**src/rtl/rotl_seq_shifter.sv**
```systemverilog
// Multi-cycle rotate-left engine with valid/ready on both sides.
// Optional macro ROTL_LOG_STEP_EN: fixed AMT_W-step log-shifter schedule instead of one bit per cycle.
module rotl_seq_shifter #(
  parameter int WIDTH = 8,
  parameter int AMT_W = 3
) (
  input  logic             clk,
  input  logic             rst_n,
  input  logic             in_valid,
  output logic             in_ready,
  input  logic [WIDTH-1:0] in_data,
  input  logic [AMT_W-1:0] in_amt,
  output logic             out_valid,
  input  logic             out_ready,
  output logic [WIDTH-1:0] out_data,
  output logic             busy,
  output logic [1:0]       dbg_state_o
);

  // Handshakes: a transfer happens on a rising edge where valid && ready are
  // both high; ready never depends combinationally on valid.
  typedef enum logic [1:0] {IDLE = 2'd0, SHIFT = 2'd1, DONE = 2'd2} state_e;

  state_e           state_q, state_d;
  logic [WIDTH-1:0] data_q, data_d;
  logic [WIDTH-1:0] res_q, res_d;
  logic [AMT_W-1:0] cnt_q, cnt_d;

`ifdef ROTL_LOG_STEP_EN
  logic [AMT_W-1:0] amt_q, amt_d;
  logic [AMT_W-1:0] stp_q, stp_d;

  function automatic logic [WIDTH-1:0] rotl(input logic [WIDTH-1:0] x,
                                            input logic [AMT_W-1:0] s);
    logic [2*WIDTH-1:0] d;
    d = {x, x} << s;
    return d[2*WIDTH-1:WIDTH];
  endfunction
`endif

  always_comb begin
    state_d   = state_q;
    data_d    = data_q;
    res_d     = res_q;
    cnt_d     = cnt_q;
`ifdef ROTL_LOG_STEP_EN
    amt_d     = amt_q;
    stp_d     = stp_q;
`endif
    in_ready  = 1'b0;
    out_valid = 1'b0;
    out_data  = res_q;
    case (state_q)
      IDLE: begin
        in_ready = 1'b1;
        if (in_valid) begin
          data_d = in_data;
`ifdef ROTL_LOG_STEP_EN
          // amount bits consumed MSB first, step size halves each cycle
          cnt_d   = AMT_W'(AMT_W);
          amt_d   = in_amt;
          stp_d   = {1'b1, {(AMT_W-1){1'b0}}};
          state_d = SHIFT;
`else
          cnt_d   = in_amt;
          state_d = (in_amt == '0) ? DONE : SHIFT;
`endif
        end
      end
      SHIFT: begin
`ifdef ROTL_LOG_STEP_EN
        if (amt_q[AMT_W-1]) data_d = rotl(data_q, stp_q);
        amt_d = amt_q << 1;
        stp_d = stp_q >> 1;
`else
        data_d = {data_q[WIDTH-2:0], data_q[WIDTH-1]};
`endif
        cnt_d = cnt_q - 1'b1;
        if (cnt_q == AMT_W'(1)) state_d = DONE;
      end
      DONE: begin
        out_valid = 1'b1;
        out_data  = data_q;
        if (out_ready) begin
          res_d   = data_q;
          state_d = IDLE;
        end
      end
      default: state_d = IDLE;
    endcase
  end

  always_ff @(posedge clk or negedge rst_n) begin
    if (!rst_n) begin
      state_q <= IDLE;
      data_q  <= '0;
      res_q   <= '0;
      cnt_q   <= '0;
`ifdef ROTL_LOG_STEP_EN
      amt_q   <= '0;
      stp_q   <= '0;
`endif
    end else begin
      state_q <= state_d;
      data_q  <= data_d;
      res_q   <= res_d;
      cnt_q   <= cnt_d;
`ifdef ROTL_LOG_STEP_EN
      amt_q   <= amt_d;
      stp_q   <= stp_d;
`endif
    end
  end

  assign busy        = (state_q != IDLE);
  assign dbg_state_o = state_q;

endmodule
```
**config.mk**
```make
export PLATFORM = sky130hd
export DESIGN_NAME = rotl_seq_shifter
export DESIGN_NICKNAME = d
export VERILOG_FILES = /design/src/rtl/rotl_seq_shifter.sv
export SDC_FILE = /design/constraint.sdc
export NUM_CORES = 1
export LEC_CHECK = 0
export CAP_MARGIN = 20
export CORE_MARGIN = 2
export CORE_UTILIZATION = 25
export DETAILED_ROUTE_END_ITERATION = 8
export GPL_TIMING_DRIVEN = 0
export PLACE_DENSITY = 0.42
export REMOVE_ABC_BUFFERS = 1
export SLEW_MARGIN = 15
export SYNTH_ARGS = -nofsm -noshare
export SYNTH_HDL_FRONTEND = slang
export SYNTH_SLANG_ARGS = --single-unit
```
**constraint.sdc**
```tcl
create_clock -name clk -period 3.95 [get_ports clk]
set_input_delay 0.79 -clock clk [delete_from_list [all_inputs] [get_ports clk]]
set_output_delay 0.79 -clock clk [all_outputs]
set_load 0.005 [all_outputs]
```
* Yosys cells after proc, flatten, opt, wreduce, memory -nomap -nowiden
Cells that the tools add are included.
W data, S select, Z words.
** Storage, ports and cells
- Register bits :: 21
- Bits in latches :: 0
- Memory bits (writable) :: 0
- Memory bits (read-only) :: 0
- Input port bits :: 15
- Output and inout port bits :: 13
- Memories :: 0
** Operators by class
- $add $sub $neg :: 1
- Multiply operators :: 0
- Div/mod/pow operators :: 0
- Magnitude comparators :: 0
- Equality and inequality tests :: 6
- Shifts and indexed selects :: 0
- Mux-type cells :: 12
- Bitwise gates (word level) :: 0
- Reduce and logical (&&, ||, !) cells :: 7
** Operators by type and width (count)
- $mux W8 :: 2
- $pmux W8 S2 :: 1
- $mux W2 :: 4
- $ne A2 B2 Y1 const B :: 3
- $pmux W2 S3 :: 1
- $pmux W3 S2 :: 1
- $reduce_and A2 Y1 :: 2
- $reduce_bool A2 Y1 :: 2
- $eq A3 B1 Y1 const B :: 1
- $logic_not A3 Y1 :: 1
- $mux W3 :: 1
- $reduce_and A3 Y1 :: 1
- $sub A3 B1 Y3 const B :: 1
- $eq A2 B1 Y1 const B :: 1
- $eq A2 B2 Y1 const B :: 1
- $logic_not A2 Y1 :: 1
- $mux W1 :: 2

* Depth between registers and ports, before layout
Gate-level depths: netlist of run 1.
- Word-level depth :: 4
- Mapped depth :: 6
- Mapped depth without buffers :: 5

* Worst setup path before layout of run 1
Ideal clock, no wire load.
- Path type :: reg2out
- Start :: reg state_q[0] (netlist: dbg_state_o[0])
- End :: out busy
- Data arrival time :: 1.043 ns
- Path slack :: 2.117 ns
- Cell stages (with the launch flop) :: 6
- Buffers on the path :: 3
- Cells stage by stage :: dfrtp_1 buf_6 buf_2 buf_2 nor2_1 inv_1
** On the way
- Cells in the longest elaborated chain, start to end :: 1
** Ends and longest elaborated chain
- start: declaration :: line 24 : state_e state_q, state_d;
- start signal: assignment :: line 104 : state_q <= state_d;
- $reduce_bool A2 Y1 :: line 115 : assign busy = (state_q != IDLE);
- end: declaration :: line 16 : output logic busy,
No other way between the ends.

* Worst setup path after layout of run 1
- Start :: reg state_q[0] (netlist: dbg_state_o[0])
- End :: out out_data[0]
** On the way
- Cells in the longest elaborated chain, start to end :: 2
** Ends and longest elaborated chain
- $eq A2 B2 Y1 :: line 53 : case (state_q)
- $mux W8 :: line 53
- end: declaration :: line 15 : output logic [WIDTH-1:0] out_data,
No other way between the ends.

==> results of run 1 <==
## stage by stage
stage,instance area (µm²),cells,hold slack (ps),total power [mW]
2_1_floorplan,1130,115,481,0.645
3_3_place_gp,1460,194,495,0.844
3_5_place_dp,1460,194,502,0.854
4_1_cts,1510,198,523,1.00
5_1_grt,1520,199,535,1.07
6_report,1520,199,522,0.988
## metal layers
layer,vias to the layer above,part of all wire (%)
met5,-,0
li1,461,-
met1,425,51
met2,26,44
met4,0,0.53
met3,2,4.6
## power by group through the flow
| stage | Sequential [mW] | Clock [mW] | Combinational (mW) |
|---|---|---|---|
| global placement | 0.427 | 0 | 0.418 |
| global route | 0.444 | 0.159 | 0.468 |
| CTS | 0.426 | 0.150 | 0.425 |
| detailed placement | 0.429 | 0 | 0.425 |
| floorplan | 0.391 | 0 | 0.254 |
| finish | 0.425 | 0.144 | 0.420 |
## logic make-up (layout without fill, tap and decap cells)
family	Yosys count	count (layout)	synth area share (%)
buffers and inverters	14	39	6.82
AO/OA/AOI/OAI	28	28	14.1
AND/OR/NAND/NOR	49	49	22.0
adder cells (fa/ha/maj)	2	2	2.13
flip-flops	21	21	44.8
multiplexers	8	8	10.2
## cell usage after synthesis, drive strengths merged
| library cell | n | area share, % |
|---|---|---|
| nand2 | 34 | 12 |
| dfrtp | 21 | 45 |
| a21oi | 10 | 4.3 |
| o21ai | 10 | 4.3 |
| mux2 | 8 | 10 |
| inv | 7 | 2.9 |
| and3b | 6 | 4.5 |
| buf | 6 | 3.6 |
| nor3b | 3 | 1.9 |
| a22oi | 2 | 1.3 |
| ha | 2 | 2.1 |
| nand2b | 2 | 1.7 |
| nor2 | 2 | 0.64 |
| a2bb2oi | 1 | 0.75 |
| a31oi | 1 | 0.53 |
| a32oi | 1 | 0.75 |
| clkbuf | 1 | 0.32 |
| nor2b | 1 | 0.53 |
| nor3 | 1 | 0.43 |
| o21bai | 1 | 0.64 |
| o22a | 1 | 0.75 |
| o2bb2a | 1 | 0.85 |
## how the worst min path moves through the flow
stage,to,slack [ps],cells after the start,start
2_1_floorplan,res_q[0],480,1,res_q[0]
3_3_place_gp,res_q[4],490,1,res_q[4]
3_5_place_dp,res_q[3],500,1,res_q[3]
4_1_cts,res_q[3],520,1,res_q[3]
5_1_grt,res_q[6],540,1,res_q[6]
6_report,res_q[3],520,1,res_q[3]
## critical path, stage by stage (launching register included)
cell             delay [ps]
dfrtp_1                 860
nand2b_4                360
nand2_1                  70
nand2_1                  70
clkdlybuf4s50_1         490
## sequential cells by signal, indices dropped and copies added, names as in the netlist
register and count:
cnt_q 3, data_q 8, dbg_state_o 2, res_q 8
## layout make-up
type | instances | area share, %
Multi-Input combinational cell | 87 | 37.3
Inverter | 7 | 2.22
Tap cell | 52 | 4.27
Clock buffer | 3 | 2.71
Clock inverter | 1 | 0.328
Timing Repair Buffer | 28 | 18.7
Sequential cell | 21 | 34.5
==> results.md, run 1 <==
* Min Clock Period, post-route at 2920 ps
* Critical path endpoint category: output port
* Nets@finish at 165
* Met2 usage at 16.9%
* Clock Latency Late Sink at 260 ps
* Outcome: completed
* Yosys warns at 0
* Setup crit end: out_data[0]
* Worst EP required at 3160 ps
* Arrival time worst endpoint at 2130 ps
* Vias in the first global route at 907
* First-pass GRT wire length at 4600 µm
* Post-synthesis cell type count at 26
* Fin worst setup slack at 1030 ps
* Critical R2R Capture: cnt_q[0]
* Die ar. at 5260 µm²
* CTS tree: done
* Seq/Total Area, Yosys at 44.8%
* Switching share of power at 36.3%
* GRT Resource Usage Total at 11.0%
* Die W at 72.5 µm
* Final GP Congestion at 0.711
* Post-synthesis cell area at 1170 µm²
* Internal Dissipation at 0.630 mW
* Met3 Resource Use GR at 2.22%
* Peak VDD IR at 230 µV
* DR pass1 iterations at 4
* Setup Viol. Count Final at 0
* ANT cells at 0
* Pin count of the biggest net entering global routing at 30
* Lkg Pwr at 0.714 nW
* Combinational group share of total power at 42.5%
* Clock Power Share at 14.5%
* CP Max Fanout at 29
* Fin crit share at 73.9%
* Final Skew at 5.83 ps
* Initial Util at 26.4%
* Initial antenna violation count at 0
* DRT iter0 DRCs at 48
* Slew @ Worst Pin at 792 ps
* Register share of total power at 43.0%
* Final WL at 2670 µm
* Core region area at 4440 µm²
* FMAX at 343 MHz
* Filler cell count at 462
* Worst-path clk slew at 80 ps
* Psw at 0.358 mW
* Layout area overhead at 29.9%
* Slew Limit Fails at 0
* Slew headroom at 47.1%
* Syn_area_per_cell at 9.62 µm²
* Cells on worst reg2reg path at 2
* DRC viols at 0
* DP Worst Slack at 1300 ps
* WL/cell at 13.4 µm
* Commonest non-fill, non-tap cell in the layout: nand2_1
* Port bufs at 27
* Clk sinks at 21
* Share of cells above drive strength 1 at 10.9%
* Yosys reg bits at 21
* Post-CTS Setup Bufs at 0
* Max_cap viols at 0
* H-tree lvl count at 1
* I/O pins at 28
* GRT overflow at 0
* Final setup TNS at 0 ps
* Reg-to-Reg Start: dbg_state_o[0]
* GR Util met1 at 16.3%
* GRT Max-Usage Layer: met2
* CP Class: flop to output port
* FP Rows at 24
* Detailed Place HPWL at 1940 µm
* Post-CTS Resized at 0
* DR vias/cell at 4.59
* Most frequent cells in the layout: 33 x nand2_1, 27 x clkdlybuf4s50_1, 21 x dfrtp_1
* Vias at 914
* Register area at 526 µm²
* PwrDens at 649 nW/µm²
* CTS Buf Count at 3
* FF-to-FF setup slack at 2070 ps
* Max clock buf depth at 2
* Unrepaired setup endpoints after global routing: false
* Multi-input gate area at 568 µm²
* Tightest Hold Check Type: flop to flop
* Root Driver: clkbuf_8
* Hold Vio Cnt, Final at 0
* # hold bufs at CTS at 0
* Gate Count Post-Synth at 122
* Antenna Violating Nets Remaining at 0
* Core Util, Final at 34.3%
* Die Y at 72.5 µm
* Type of origin of the critical path: flop
* Critical Path Source: dbg_state_o[0]
(Power assumes the default switching activity.)
==> run 2: changes to the inputs <==
==> constraint.sdc (replaced) <==
create_clock -name clk -period 2.85 [get_ports clk]
set_input_delay 0.57 -clock clk [delete_from_list [all_inputs] [get_ports clk]]
set_output_delay 0.57 -clock clk [all_outputs]
set_load 0.005 [all_outputs]
==> run 2 against run 1 <==
Effect of this change:
- worst setup slack got worse by 710 ps
- sequential share of layout area rose by 0.054 points
- power rose by 39%
- critical path type unchanged
- largest cell class unchanged
==> results.md, run 2 (synthesis gave the netlist of run 1 again) <==
* DR vias/cell at 4.59 (unchanged)
* Final setup TNS at 0 ps (unchanged)
* Worst path max stage delay at 720 ps (-140 ps)
* Die ar. at 5260 µm² (unchanged)
* Arrival time worst endpoint at 1960 ps (-170 ps)
* Hold path cells at 1 (unchanged)
* I/O pins at 28 (unchanged)
* FP Rows at 24 (unchanged)
* Pin count of the biggest net entering global routing at 30 (unchanged)
* Port bufs at 27 (unchanged)
* Nets@finish at 165 (unchanged)
* PnR Total Power at 1.37 mW (+39%)
* Layout area overhead at 30.0% (about the same)
* CP max stage cell: dfrtp_1
* FMAX at 396 MHz
* Critical R2R Capture: cnt_q[0]
* Reg-to-Reg Start: dbg_state_o[0]
* Die Y at 72.5 µm (unchanged)
* DR pass1 iterations at 4 (unchanged)
* PwrDens at 898 nW/µm² (+39%)
* Vias in the first global route at 907 (unchanged)
* Critical Path Source: dbg_state_o[1]
* Fin crit share at 88.7%
* Worst EP required at 2280 ps (-880 ps)
* Outcome: completed
* Root Driver: clkbuf_8
* Commonest non-fill, non-tap cell in the layout: nand2_1
* ANT cells at 0 (unchanged)
* DRC viols at 0 (unchanged)
* Crit-path cells: nand2b_4 -> inv_8 -> nand2_1 -> nand2_1 -> clkdlybuf4s50_1
* Die W at 72.5 µm (unchanged)
* Hold Vio Cnt, Final at 0 (unchanged)
* WL/cell at 13.4 µm (unchanged)
* Post-CTS Setup Bufs at 0 (unchanged)
* Tightest Hold Check Type: flop to flop
* Worst-path clk slew at 80 ps (about the same)
* CTS tree: done
* H-tree lvl count at 1 (unchanged)
* Biggest regs: data_q x8, res_q x8, cnt_q x3
* Critical path endpoint category: output port
* Initial Util at 26.4% (unchanged)
* Antenna Violating Nets Remaining at 0 (unchanged)
* Fin worst setup slack at 322 ps (-709 ps)
* Most frequent cells in the layout: 33 x nand2_1, 27 x clkdlybuf4s50_1, 20 x dfrtp_1
* Slew Limit Fails at 0 (unchanged)
* DP Worst Slack at 419 ps (-880 ps)
* Final Skew at 5.83 ps (-0.00130 ps)
* DRT iter0 DRCs at 47 (-2.1%)
* Detailed Place HPWL at 1940 µm (unchanged)
* Slew @ Worst Pin at 791 ps (-1.54 ps)
* Peak VDD IR at 319 µV (+39%)
* Initial antenna violation count at 0 (unchanged)
* GRT overflow at 0 (unchanged)
* Clk sinks at 21 (unchanged)
* GRT Resource Usage Total at 11.0% (unchanged)
* Vias at 914 (unchanged)
* First-pass GRT wire length at 4600 µm (unchanged)
* CTS Buf Count at 3 (unchanged)
* Min Clock Period, post-route at 2530 ps
* Max_cap viols at 0 (unchanged)
* Slew headroom at 47.2% (+0.10 points)
* CP Max Fanout at 18 (-38%)
* Setup Viol. Count Final at 0 (unchanged)
* Final WL at 2670 µm (unchanged)
* Unrepaired setup endpoints after global routing: false
* Type of origin of the critical path: flop
* Cells on worst reg2reg path at 2 (unchanged)
* Lkg Pwr at 0.713 nW (-0.13%)
* Final GP Congestion at 0.711 (unchanged)
* Share of cells above drive strength 1 at 11.6% (+0.68 points)
* Max clock buf depth at 2 (unchanged)
* Core region area at 4440 µm² (unchanged)
* CP Class: flop to output port
* Setup crit end: out_data[0]
* Cell mode on critical path: nand2_1
* FF-to-FF setup slack at 1140 ps (-930 ps)
* Clock Latency Late Sink at 260 ps (about the same)
run 2: cell counts in the layout (fill, tap and decap cells not counted):
No cell type changed its count.
run 2: report_power, final:
part / switching (mW) / total [mW] / internal [mW]
combinational: 0.227 / 0.581 / 0.354
clock: 0.102 / 0.199 / 0.0975
sequential: 0.168 / 0.590 / 0.422
total: 0.497 / 1.37 / 0.874
run 2: metal layers:
layer	vias up	global-route usage [%]	part of all wire [%]
met5	-	0	0
met4	0	1.85	0.53
li1	461	-	-
met2	26	16.9	44
met3	2	2.22	4.6
met1	425	16.3	51
run 2: worst min-delay path by stage:
stage	startpoint	end	slack, ps
floorplan	rst_n	cnt_q[0]	270
global placement	res_q[4]	res_q[4]	490
detailed placement	res_q[3]	res_q[3]	500
CTS	res_q[3]	res_q[3]	520
global route	res_q[6]	res_q[6]	540
finish	res_q[3]	res_q[3]	520
run 2: worst max-delay path, delay by kind of cell, from the launching register on:
family,cells,cell delay (ps)
simple gates,3,330
flops,1,720
buf+inv,2,640
run 2: cell type report:
cell class | instances | area [µm²]
Inverter | 7 | 33.8
Multi-Input combinational cell | 87 | 568
Timing Repair Buffer | 28 | 285
Tap cell | 52 | 65.1
Clock buffer | 3 | 41.3
Clock inverter | 1 | 5.00
Fill cell | 462 | 2920
Sequential cell | 21 | 527
run 2: what timing repair did:
item | in CTS | in global routing
setup endpoints to repair | 0 | 7
hold buffers | 0 | 0
gates resized for setup | 0 | 1
run 2: per-stage QoR:
stage | cells | cell area, µm² | utilization (%) | hold WS [ps]
floorplan | 115 | 1130 | - | 274
CTS | 198 | 1510 | 34.0 | 523
detailed placement | 194 | 1460 | 32.9 | 502
global route | 199 | 1530 | 34.3 | 535
global placement | 194 | 1460 | 32.9 | 495
finish | 199 | 1530 | 34.3 | 522
